## config.mk

```make
export PLATFORM = sky130hd
export DESIGN_NAME = dm_port_arbiter
export DESIGN_NICKNAME = d
export VERILOG_FILES = /design/src/rtl/dm_port_arbiter.sv
export SDC_FILE = /design/constraint.sdc
export NUM_CORES = 1
export LEC_CHECK = 0
export CAP_MARGIN = 20
export CORE_AREA = 2 2 123 125
export CTS_BUF_LIST = sky130_fd_sc_hd__clkbuf_4 sky130_fd_sc_hd__clkbuf_8
export CTS_CLUSTER_SIZE = 25
export DETAILED_ROUTE_END_ITERATION = 8
export DIE_AREA = 0 0 125 127
export SETUP_SLACK_MARGIN = 0.3
export SYNTH_ARGS = -nofsm -noshare
export SYNTH_HDL_FRONTEND = slang
export SYNTH_SLANG_ARGS = --single-unit
```

## constraint.sdc

```tcl
create_clock -name clk -period 1.9 [get_ports clk]
set_clock_uncertainty 0.15 [all_clocks]
set_input_delay 0.38 -clock clk [delete_from_list [all_inputs] [get_ports clk]]
set_output_delay 0.38 -clock clk [all_outputs]
set_load 0.05 [all_outputs]
```

## src/rtl/dm_port_arbiter.sv

```systemverilog
// dm_port_arbiter: C-priority arbiter for the shared MMU data port (ports C/D in, dm_* out to MMU, dm_do back), with a D wait counter and locked D bursts
module dm_port_arbiter #(
  parameter int MAX_WAIT  = 4,
  parameter int BURST_MAX = 4
) (
  input  logic        clk,
  input  logic        reset,
  input  logic        c_req,
  input  logic        c_we,
  input  logic [31:0] c_addr,
  input  logic [31:0] c_wdata,
  input  logic [3:0]  c_be,
  input  logic        c_signed,
  output logic        c_gnt,
  output logic        c_rvalid,
  output logic [31:0] c_rdata,
  input  logic        d_req,
  input  logic        d_we,
  input  logic [31:0] d_addr,
  input  logic [31:0] d_wdata,
  input  logic [3:0]  d_be,
  input  logic        d_signed,
  input  logic        d_last,
  output logic        d_gnt,
  output logic        d_rvalid,
  output logic [31:0] d_rdata,
  output logic [31:0] dm_addr,
  output logic [31:0] dm_di,
  output logic [3:0]  dm_be,
  output logic        dm_we,
  output logic        dm_signed,
  input  logic [31:0] dm_do
);
  typedef enum logic {NORM, DLOCK} state_t;
  localparam logic [2:0] WMAX = 3'(MAX_WAIT);
  localparam logic [3:0] BMAX = 4'(BURST_MAX);
  state_t state, state_n;
  logic [2:0] wait_cnt, wait_n;
  logic [3:0] beat_cnt, beat_n;
  logic rv_c, rv_d;
  always_comb begin
    d_gnt = !reset && d_req && (state == DLOCK || wait_cnt == WMAX || !c_req);
    c_gnt = !reset && c_req && state == NORM && !d_gnt;
    state_n = state;
    beat_n = beat_cnt;
    if (state == NORM) begin
      if (d_gnt && !d_last && BMAX > 4'd1) begin
        state_n = DLOCK;
        beat_n = 4'd1;
      end
    end else if (!d_req) begin
      state_n = NORM;
    end else begin
      beat_n = beat_cnt + 4'd1;
      state_n = (d_last || beat_n == BMAX) ? NORM : DLOCK;
    end
    wait_n = (state == DLOCK || d_gnt || !d_req) ? 3'd0 :
             (wait_cnt == WMAX) ? wait_cnt : wait_cnt + 3'd1;
  end
  always_ff @(posedge clk) begin
    if (reset) begin
      state <= NORM;
      wait_cnt <= 3'd0;
      beat_cnt <= 4'd0;
      rv_c <= 1'b0;
      rv_d <= 1'b0;
    end else begin
      state <= state_n;
      wait_cnt <= wait_n;
      beat_cnt <= beat_n;
      rv_c <= c_gnt;
      rv_d <= d_gnt;
    end
  end
  assign dm_addr   = c_gnt ? c_addr   : d_gnt ? d_addr   : '0;
  assign dm_di     = c_gnt ? c_wdata  : d_gnt ? d_wdata  : '0;
  assign dm_be     = c_gnt ? c_be     : d_gnt ? d_be     : '0;
  assign dm_we     = c_gnt ? c_we     : d_gnt && d_we;
  assign dm_signed = c_gnt ? c_signed : d_gnt && d_signed;
  assign c_rvalid  = rv_c && !reset;
  assign d_rvalid  = rv_d && !reset;
  assign c_rdata   = c_rvalid ? dm_do : '0;
  assign d_rdata   = d_rvalid ? dm_do : '0;
endmodule

```

Word-level counts from Yosys, hierarchy flattened
Index checks and enable logic that the tools add are counted.
{"block": "word_totals", "out_inout_bits": 138, "reg_bits": 10, "word_cells": 51}
{"block": "classes", "muxes": 17, "eq_ne": 3, "n_bitwise": 1, "n_addsub": 2, "reduce_logical": 23}
{"cell": "2-to-1 mux 32 bit", "count": 6}
{"cell": "2-to-1 mux 4 bit", "count": 5}
{"cell": "logical AND 1 bit", "count": 10}
{"cell": "2-to-1 mux 1 bit", "count": 6}
{"cell": "zero test 1 bit", "count": 5}
{"cell": "logical OR 1 bit", "count": 5}
{"cell": "adder 4 x 1 -> 4 bit (second input constant)", "count": 1}
{"cell": "equality test 4 x 3 -> 1 bit (second input constant)", "count": 1}
{"cell": "adder 3 x 1 -> 3 bit (second input constant)", "count": 1}
{"cell": "equality test 3 bit (second input constant)", "count": 1}
{"cell": "!= test 2 bit (second input constant)", "count": 1}
{"cell": "AND reduction 2 bit", "count": 1}
{"cell": "nonzero test 2 bit", "count": 1}
{"cell": "OR reduction 2 bit", "count": 1}
{"cell": "inverter 1 bit", "count": 1}

Logic depth before layout (Yosys ltp)
Gate-level depths: netlist of the first run.
{"block": "logic_depth", "word_depth": 7, "ltp_mapped": 8}

Worst setup path before layout of the first run
No wires, ideal clock.
{"block": "synth_path", "path_kind": "in2out", "from": "input reset", "to": "output c_rdata[22]", "path_stages": 4, "t_arrival_ps": 1879, "required_ps": 1370, "setup_slack_ps": -509, "cell_sequence": "buf_2 nor2b_1 clkbuf_1 and2_1"}
{"block": "synth_via", "elab_chain_len": 3}
{"element": "start: declaration", "line_no": "7", "source": "input logic reset,"}
{"element": "zero test 1 bit", "line_no": "80", "source": "assign c_rvalid = rv_c && !reset;"}
{"element": "logical AND 1 bit", "line_no": "80"}
{"element": "via c_rvalid", "line_no": "15", "source": "output logic c_rvalid,"}
{"element": "2-to-1 mux 32 bit", "line_no": "82", "source": "assign c_rdata = c_rvalid ? dm_do : '0;"}
{"element": "end: declaration", "line_no": "16", "source": "output logic [31:0] c_rdata,"}
The timed path passes the listed nets, and every way through them passes these cells.

Worst setup path in the final report of the first run
{"block": "layout_path", "from": "register wait_cnt[1]", "to": "output dm_be[3]"}
{"block": "layout_via", "elab_chain_len": 7}
{"element": "start: declaration", "line_no": "38", "source": "logic [2:0] wait_cnt, wait_n;"}
{"element": "start signal: assignment", "line_no": "69", "source": "wait_cnt <= wait_n;"}
{"element": "equality test 3 bit *", "line_no": "42", "source": "d_gnt = !reset && d_req && (state == DLOCK || wait_cnt == WMAX || !c_req);"}
{"element": "logical OR 1 bit * (2 in a row)", "line_no": "42"}
{"element": "logical AND 1 bit *", "line_no": "42"}
{"element": "zero test 1 bit", "line_no": "43", "source": "c_gnt = !reset && c_req && state == NORM && !d_gnt;"}
{"element": "logical AND 1 bit", "line_no": "43"}
{"element": "2-to-1 mux 4 bit *", "line_no": "77", "source": "assign dm_be = c_gnt ? c_be : d_gnt ? d_be : '0;"}
{"element": "end: declaration", "line_no": "29", "source": "output logic [3:0] dm_be,"}
Every way passes the cells marked *; elsewhere a longest branch is shown, timed or not.

==> reports/qor.yml, run 1 <==
synth:
  synth_seq_cells: 10
  postSynthCellCount: 218
  synth_seq_area_share_pct: 11.8
  synthesis.area_mm2: 0.00170
  synth.distinct_cells: 35
  synth.net_count: 399
  synth_area_per_cell_um2: 7.81
  yosys_warnings: 0
route:
  drt-total-wl_um: 14900
  dr_total_vias: 3274
  detail_route.vias_per_cell: 4.26
  ant_nets: 0
  first_pass_iters: 3
  drtIter0Drc: 75
  post-route-drc-count: 0
  avgRoutedWirePerCell_um: 19.4
outcome:
  violated_checks: "setup timing"
  outcome: "finished, violations left"
worst_hold_path:
  hold_path_class: "flop to flop"
  timing.hold.worst.start: "wait_cnt[0]"
place:
  gp_congestion: 0.910
  portBuffers: 314
  dp_slack_ns: -0.656
  dp_cells: 727
  placed_cell_area_mm2: 0.00712
  dp.final_hpwl_um: 11000
setup_path:
  timing.critical_path.to_type: "primary output"
  path_class: "flop to primary output"
  startpoint: "wait_cnt[1]"
  worstReg2RegStart: "wait_cnt[1]"
  cp_max_fo: 7
  critical_path_required_ns: 1.37
  worstSetupStartpointType: "flop"
  timing.critical_path.arrival_ns: 1.94
power:
  power_per_cell_area_mw_per_mm2: 314
  totalPowerFinal_mw: 2.60
  peakVddDrop_v: 0.000453
  total_leakage_power_nw: 3.51
clocking:
  cts_root_buf: "sky130_fd_sc_hd__clkbuf_8"
  clkTransAtPathRegs_ns: 0.05
  cts_num_sinks: 10
  cts-root-to-sink-buffers: 2
  cts_tree: "done"
  htreeDepth: 1
  clk-insertion-delay-late_ns: 0.23
  numCtsBuffers: 3
timing:
  hold_slack_ns: 0.358
  maxSlewViolCount: 0
  timing.max_slew.rel_slack_pct: 84.1
  post-route-period-util_pct: 130
  setup_repair_after_global_routing_missed_its_margin: "true"
  max_freq_mhz: 405
  measured_slew_at_the_worst_slew_check_pin_ns: 0.238
  total_negative_slack_ns: -44.93
  timing.final.setup_violations: 138
  fin_ws_ns: -0.571
  hold_viol_final: 0
  final.min_clock_period_ns: 2.47
floorplan:
  io_pins: 315
  die_height_um: 127
  die_x_um: 125
  initial_util_pct: 11.8
  die_area_mm2: 0.0159
  fp.coreArea_mm2: 0.0144
  rows: 44
final_layout:
  postLayoutCoreUtil_pct: 57.4
  stdcell_area_mm2: 0.00828
  nets: 767
  fin_cells: 769
  share_of_cells_above_drive_strength_1_pct: 63.4
  area_delta_synth_final_pct: 386
  n_fill_cell: 1161
  antenna-diode-count: 0
global_route:
  antenna_found_initial: 0
  grt_overflow: 0
  grt_util_all_layers_pct: 17.6
  via_count_of_the_first_global_routing_pass: 3654
  grt_pass1_wl_um: 22000
  pin_count_of_the_biggest_net_entering_global_routing: 19
run:
  drv.max_cap_violation_count: 0
layout by cell type, fill, tap and decap left out, drive strengths merged:
| cell type | instances |
|---|---|
| a21boi | 1 |
| o211ai | 1 |
| clkdlybuf4s50 | 173 |
| or4b | 1 |
| nor3 | 2 |
| mux2i | 1 |
| a22o | 70 |
| dlygate4sd2 | 2 |
| o21a | 1 |
| buf | 210 |
| and2 | 65 |
| o22ai | 1 |
| a21bo | 1 |
| dfxtp | 10 |
| nand4 | 1 |
| nor2 | 8 |
| a21oi | 2 |
| nand2b | 1 |
| a32oi | 1 |
| or4 | 1 |
| nor2b | 3 |
| or3 | 1 |
| o21ai | 2 |
| ha | 4 |
| nand2 | 5 |
| clkbuf | 6 |
| inv | 4 |
| nor3b | 3 |
| nand3 | 2 |
| a31oi | 2 |
layout make-up:
class	count	area, um2	share of cell area (%)
clock buffers	4	55.1	0.665
inverters	4	15.0	0.181
multi-input cells	180	2190	26.4
flip-flops and latches	10	203	2.45
well taps	184	230	2.78
repair buffers	387	5590	67.5
power by group:
group	switching [mW]	internal, mW
Clock	0.0804	0.182
Sequential	0.00467	0.216
Combinational	0.912	1.21
Yosys cell counts (all sizes together):
| cell type | count | share of area, % |
|---|---|---|
| a21bo | 1 | 0.59 |
| a21boi | 1 | 0.44 |
| a21oi | 2 | 0.59 |
| a22o | 70 | 36 |
| a31oi | 2 | 1.1 |
| a32oi | 1 | 0.51 |
| and2 | 65 | 24 |
| buf | 18 | 8.0 |
| clkbuf | 6 | 1.3 |
| dfxtp | 10 | 12 |
| ha | 4 | 2.9 |
| inv | 4 | 0.88 |
| mux2i | 1 | 0.59 |
| nand2 | 5 | 1.1 |
| nand2b | 1 | 0.37 |
| nand3 | 2 | 0.59 |
| nand4 | 1 | 0.37 |
| nor2 | 8 | 1.9 |
| nor2b | 3 | 1.1 |
| nor3 | 2 | 0.88 |
| nor3b | 3 | 1.6 |
| o211ai | 1 | 0.44 |
| o21a | 1 | 0.44 |
| o21ai | 2 | 0.59 |
| o22ai | 1 | 0.37 |
| or3 | 1 | 0.37 |
| or4 | 1 | 0.44 |
| or4b | 1 | 0.81 |
critical path, stage by stage, from the launching register on:
cell and delay [ns]:
sky130_fd_sc_hd__dfxtp_2 0.33, sky130_fd_sc_hd__inv_2 0.04, sky130_fd_sc_hd__ha_4 0.16, sky130_fd_sc_hd__a21bo_4 0.21, sky130_fd_sc_hd__nor2_4 0.11, sky130_fd_sc_hd__nor3b_4 0.06
sky130_fd_sc_hd__buf_12 0.13, sky130_fd_sc_hd__buf_12 0.14, sky130_fd_sc_hd__buf_16 0.15, sky130_fd_sc_hd__a22o_4 0.23, sky130_fd_sc_hd__buf_12 0.14
logic make-up (layout without fill, tap and decap cells):
logic type | count (synthesis) | in the layout | share of synthesized area (%)
AO/OA/AOI/OAI | 82 | 82 | 41.1
adder cells (fa/ha/maj) | 4 | 4 | 2.94
buffers and inverters | 28 | 395 | 10.2
flip-flops | 10 | 10 | 11.8
multiplexers | 1 | 1 | 0.588
AND/OR/NAND/NOR | 93 | 93 | 33.4
per-layer routing:
metal | up-vias | track usage (%) | routed length [um] | share of wire (%)
met5 | - | 0 | 0 | 0
met4 | 0 | 3.40 | 284 | 1.9
met3 | 20 | 2.72 | 630 | 4.2
met2 | 109 | 34.4 | 8360 | 56
met1 | 1587 | 20.2 | 5660 | 38
li1 | 1558 | - | - | -
worst paths after layout:
check	end	slack [ns]	depth (start not counted)
max reg2reg	wait_cnt[2]	-0.03	7
min reg2reg	wait_cnt[0]	0.36	2
min	wait_cnt[0]	0.36	2
max	dm_be[3]	-0.57	10
registers in the layout, indices dropped and copies added (netlist names):
name      count
beat_cnt      4
rv_c          1
rv_d          1
state         1
wait_cnt      3
what timing repair did:
action,CTS,global route
setup buffers,21,3
cloned,12,2
endpoints found under the hold margin,0,0
hold buffers,0,0
pin swaps,35,19
setup endpoints to repair,146,146
gates resized for setup,94,18
Note: power is estimated with default switching activity, not from simulation.
==> inputs of run 2 (changes only) <==
Settings changed: CORE_AREA 2 2 123 125 to 2 2 121 123, CTS_CLUSTER_SIZE 25 to 40, DIE_AREA 0 0 125 127 to 0 0 123 125.
Clock period 1.9 ns to 2.3 ns, I/O delays scaled along.
==> run 2 against run 1 <==
  * The flow still finishes with violations (setup timing)
  * Register-to-register slack improved by 0.40 ns
  * Combinational power decreased by 17%
  * Utilization up 1.3 points
  * Cell count is 0.13% higher
  * Design area grew 0.62%
  * Total power is 16% lower
  * Wire length increased by 3.5%
  * Critical path type unchanged
  * Critical endpoint is now dm_di[9]
==> reports/qor.yml, run 2 (synthesized netlist as in run 1, its figures left out) <==
place:
  portBuffers: 314
  gp_congestion: 0.886
  dp_slack_ns: -0.440
  dp.final_hpwl_um: 11900
  dp_cells: 725
clocking:
  cts_num_sinks: 10
  cts-root-to-sink-buffers: 2
  htreeDepth: 1
  numCtsBuffers: 3
  cts_tree: "done"
  clkTransAtPathRegs_ns: 0.05
  cts_root_buf: "sky130_fd_sc_hd__clkbuf_8"
  clk-insertion-delay-late_ns: 0.24
setup_path:
  r2r.worst_path.cells: 7
  critical_path.reg2reg.endpoint: "wait_cnt[2]"
  worstSetupStartpointType: "flop"
  critical_path.slowest_cell: "sky130_fd_sc_hd__dfxtp_2"
  critical_path.cell_chain: "inv_2, ha_4, a21bo_4, nor2_4, nor3b_4, buf_6, buf_16, buf_8, a22o_4, buf_12"
  timing.critical_path.arrival_ns: 1.92
  reg2reg_slack_ns: 0.37
  worst_path_dominant_cell_family: "buffers and inverters"
  worstReg2RegStart: "wait_cnt[1]"
  critical_path_required_ns: 1.69
  critPathBufInv: 5
  critical-path-max-stage-delay_ns: 0.33
  path_class: "flop to primary output"
  timing.critical_path.to_type: "primary output"
  cp_max_fo: 5
power:
  power.internal_mw: 1.34
  power.net_switching_mw: 0.832
  peakVddDrop_v: 0.000344
  combPwrFrac_pct: 81.4
  switching_share_pct: 38.3
  sequential_group_share_of_total_power_pct: 8.4
  power.share.clock_pct: 10.2
  total_leakage_power_nw: 3.54
  power_per_cell_area_mw_per_mm2: 261
route:
  drt-total-wl_um: 15500
  post-route-drc-count: 0
  detail_route.vias_per_cell: 4.24
  dr_total_vias: 3265
  avgRoutedWirePerCell_um: 20.1
  ant_nets: 0
  drtIter0Drc: 46
  first_pass_iters: 4
timing:
  hold_viol_final: 0
  max_freq_mhz: 396
  timing.max_slew.rel_slack_pct: 71.9
  post-route-period-util_pct: 110
  final.min_clock_period_ns: 2.53
  timing.final.setup_violations: 72
  setup_repair_after_global_routing_missed_its_margin: "true"
  measured_slew_at_the_worst_slew_check_pin_ns: 0.419
  fin_ws_ns: -0.228
  maxSlewViolCount: 0
outcome:
  violated_checks: "setup timing"
  outcome: "finished, violations left"
final_layout:
  area_of_the_multi_input_gates_mm2: 0.00216
  layout.area.seq_um2: 204
  share_of_cells_above_drive_strength_1_pct: 62.6
  commonest_non_fill_non_tap_cells_in_the_layout: "sky130_fd_sc_hd__clkdlybuf4s50_1, sky130_fd_sc_hd__buf_12, sky130_fd_sc_hd__a22o_4"
  final_common_cell: "sky130_fd_sc_hd__clkdlybuf4s50_1"
  n_fill_cell: 1104
  flip_flop_count_of_the_largest_register_after_layout: 4
  reg_top3: "beat_cnt: 4 flops, wait_cnt: 3 flops"
  largest_register: "beat_cnt"
  nets: 767
  area_delta_synth_final_pct: 389
  fin_cells: 770
run:
  drv.max_cap_violation_count: 0
floorplan:
  fp.coreArea_mm2: 0.0142
  die_area_mm2: 0.0154
  rows: 44
  die_height_um: 125
  io_pins: 315
  initial_util_pct: 12.0
  die_x_um: 123
global_route:
  grt_util_all_layers_pct: 18.4
  pin_count_of_the_biggest_net_entering_global_routing: 18
  grt_overflow: 0
  antenna_found_initial: 2
  grt_pass1_wl_um: 21700
  via_count_of_the_first_global_routing_pass: 3492
worst_hold_path:
  hold_depth: 2
  hold_path_class: "flop to flop"
  timing.hold.worst.start: "wait_cnt[0]"
  hold-path-endpoint: "wait_cnt[0]"
-- run 2: cell types whose count changed in the layout (fill, tap and decap cells not counted), sizes merged --
cell	before	now
buf	210	206
clkdlybuf4s15	0	1
diode	0	1
dlygate4sd2	2	1
clkbuf	6	10
-- run 2: timing repair --
item | 4_1_cts | 5_1_grt
hold buffers | 0 | 0
resized for setup | 118 | 22
setup endpoints to repair | 139 | 138
buffers inserted | 21 | 3
pin swaps | 32 | 21
gates cloned | 10 | 6
-- run 2: per-stage QoR --
| step | TNS, ns | cell area [um2] | total power [mW] | util, % | hold WS, ns |
|---|---|---|---|---|---|
| 5_1_grt | -16.24 | 8330 | 2.25 | 58.7 | 0.362 |
| 4_1_cts | -11.65 | 7980 | 2.12 | 56.2 | 0.348 |
| 3_3_place_gp | -31.32 | 7080 | 1.71 | 49.8 | 0.259 |
| 2_1_floorplan | 0 | 2140 | 0.819 | - | 0.253 |
| 3_5_place_dp | -33.91 | 7080 | 1.73 | 49.8 | 0.264 |
| 6_report | -11.49 | 8330 | 2.17 | 58.7 | 0.349 |
-- run 2: power by group through the flow --
stage | Combinational, mW | Sequential (mW) | Clock (mW)
after CTS | 1.71 | 0.183 | 0.227
after global placement | 1.53 | 0.186 | 0
final | 1.77 | 0.183 | 0.222
after detailed placement | 1.54 | 0.186 | 0
after floorplan | 0.635 | 0.184 | 0
after global routing | 1.83 | 0.184 | 0.237
-- run 2: worst max-delay path by stage --
stage | from | to | slack, ns | cells past startpoint
floorplan | reset | dm_addr[13] | 0.19 | 5
global placement | c_req | dm_di[8] | -0.43 | 8
detailed placement | c_req | dm_di[9] | -0.44 | 8
CTS | wait_cnt[0] | dm_addr[8] | -0.24 | 10
global route | wait_cnt[1] | dm_addr[24] | -0.30 | 10
finish | wait_cnt[1] | dm_di[9] | -0.23 | 10
-- run 2: area by class of cell --
type	count	share of cell area (%)
diodes	1	0.0300
clock buffers	4	0.661
repair buffers	387	68.0
multi-input cells	180	25.9
well taps	184	2.76
flip-flops and latches	10	2.45
inverters	4	0.180
-- run 2: routing by layer --
layer	GRT usage (%)	share of wire [%]
met4	1.87	1.2
met2	34.7	53
met1	20.6	36
met5	0	0.084
met3	5.79	9.9
-- run 2: worst reg2reg max path: stages (launching register included) --
cell and delay (ns):
sky130_fd_sc_hd__dfxtp_2 0.33, sky130_fd_sc_hd__inv_2 0.04, sky130_fd_sc_hd__ha_4 0.15, sky130_fd_sc_hd__a21bo_4 0.21
sky130_fd_sc_hd__buf_4 0.13, sky130_fd_sc_hd__buf_4 0.13, sky130_fd_sc_hd__or4b_4 0.53, sky130_fd_sc_hd__nor3_2 0.18
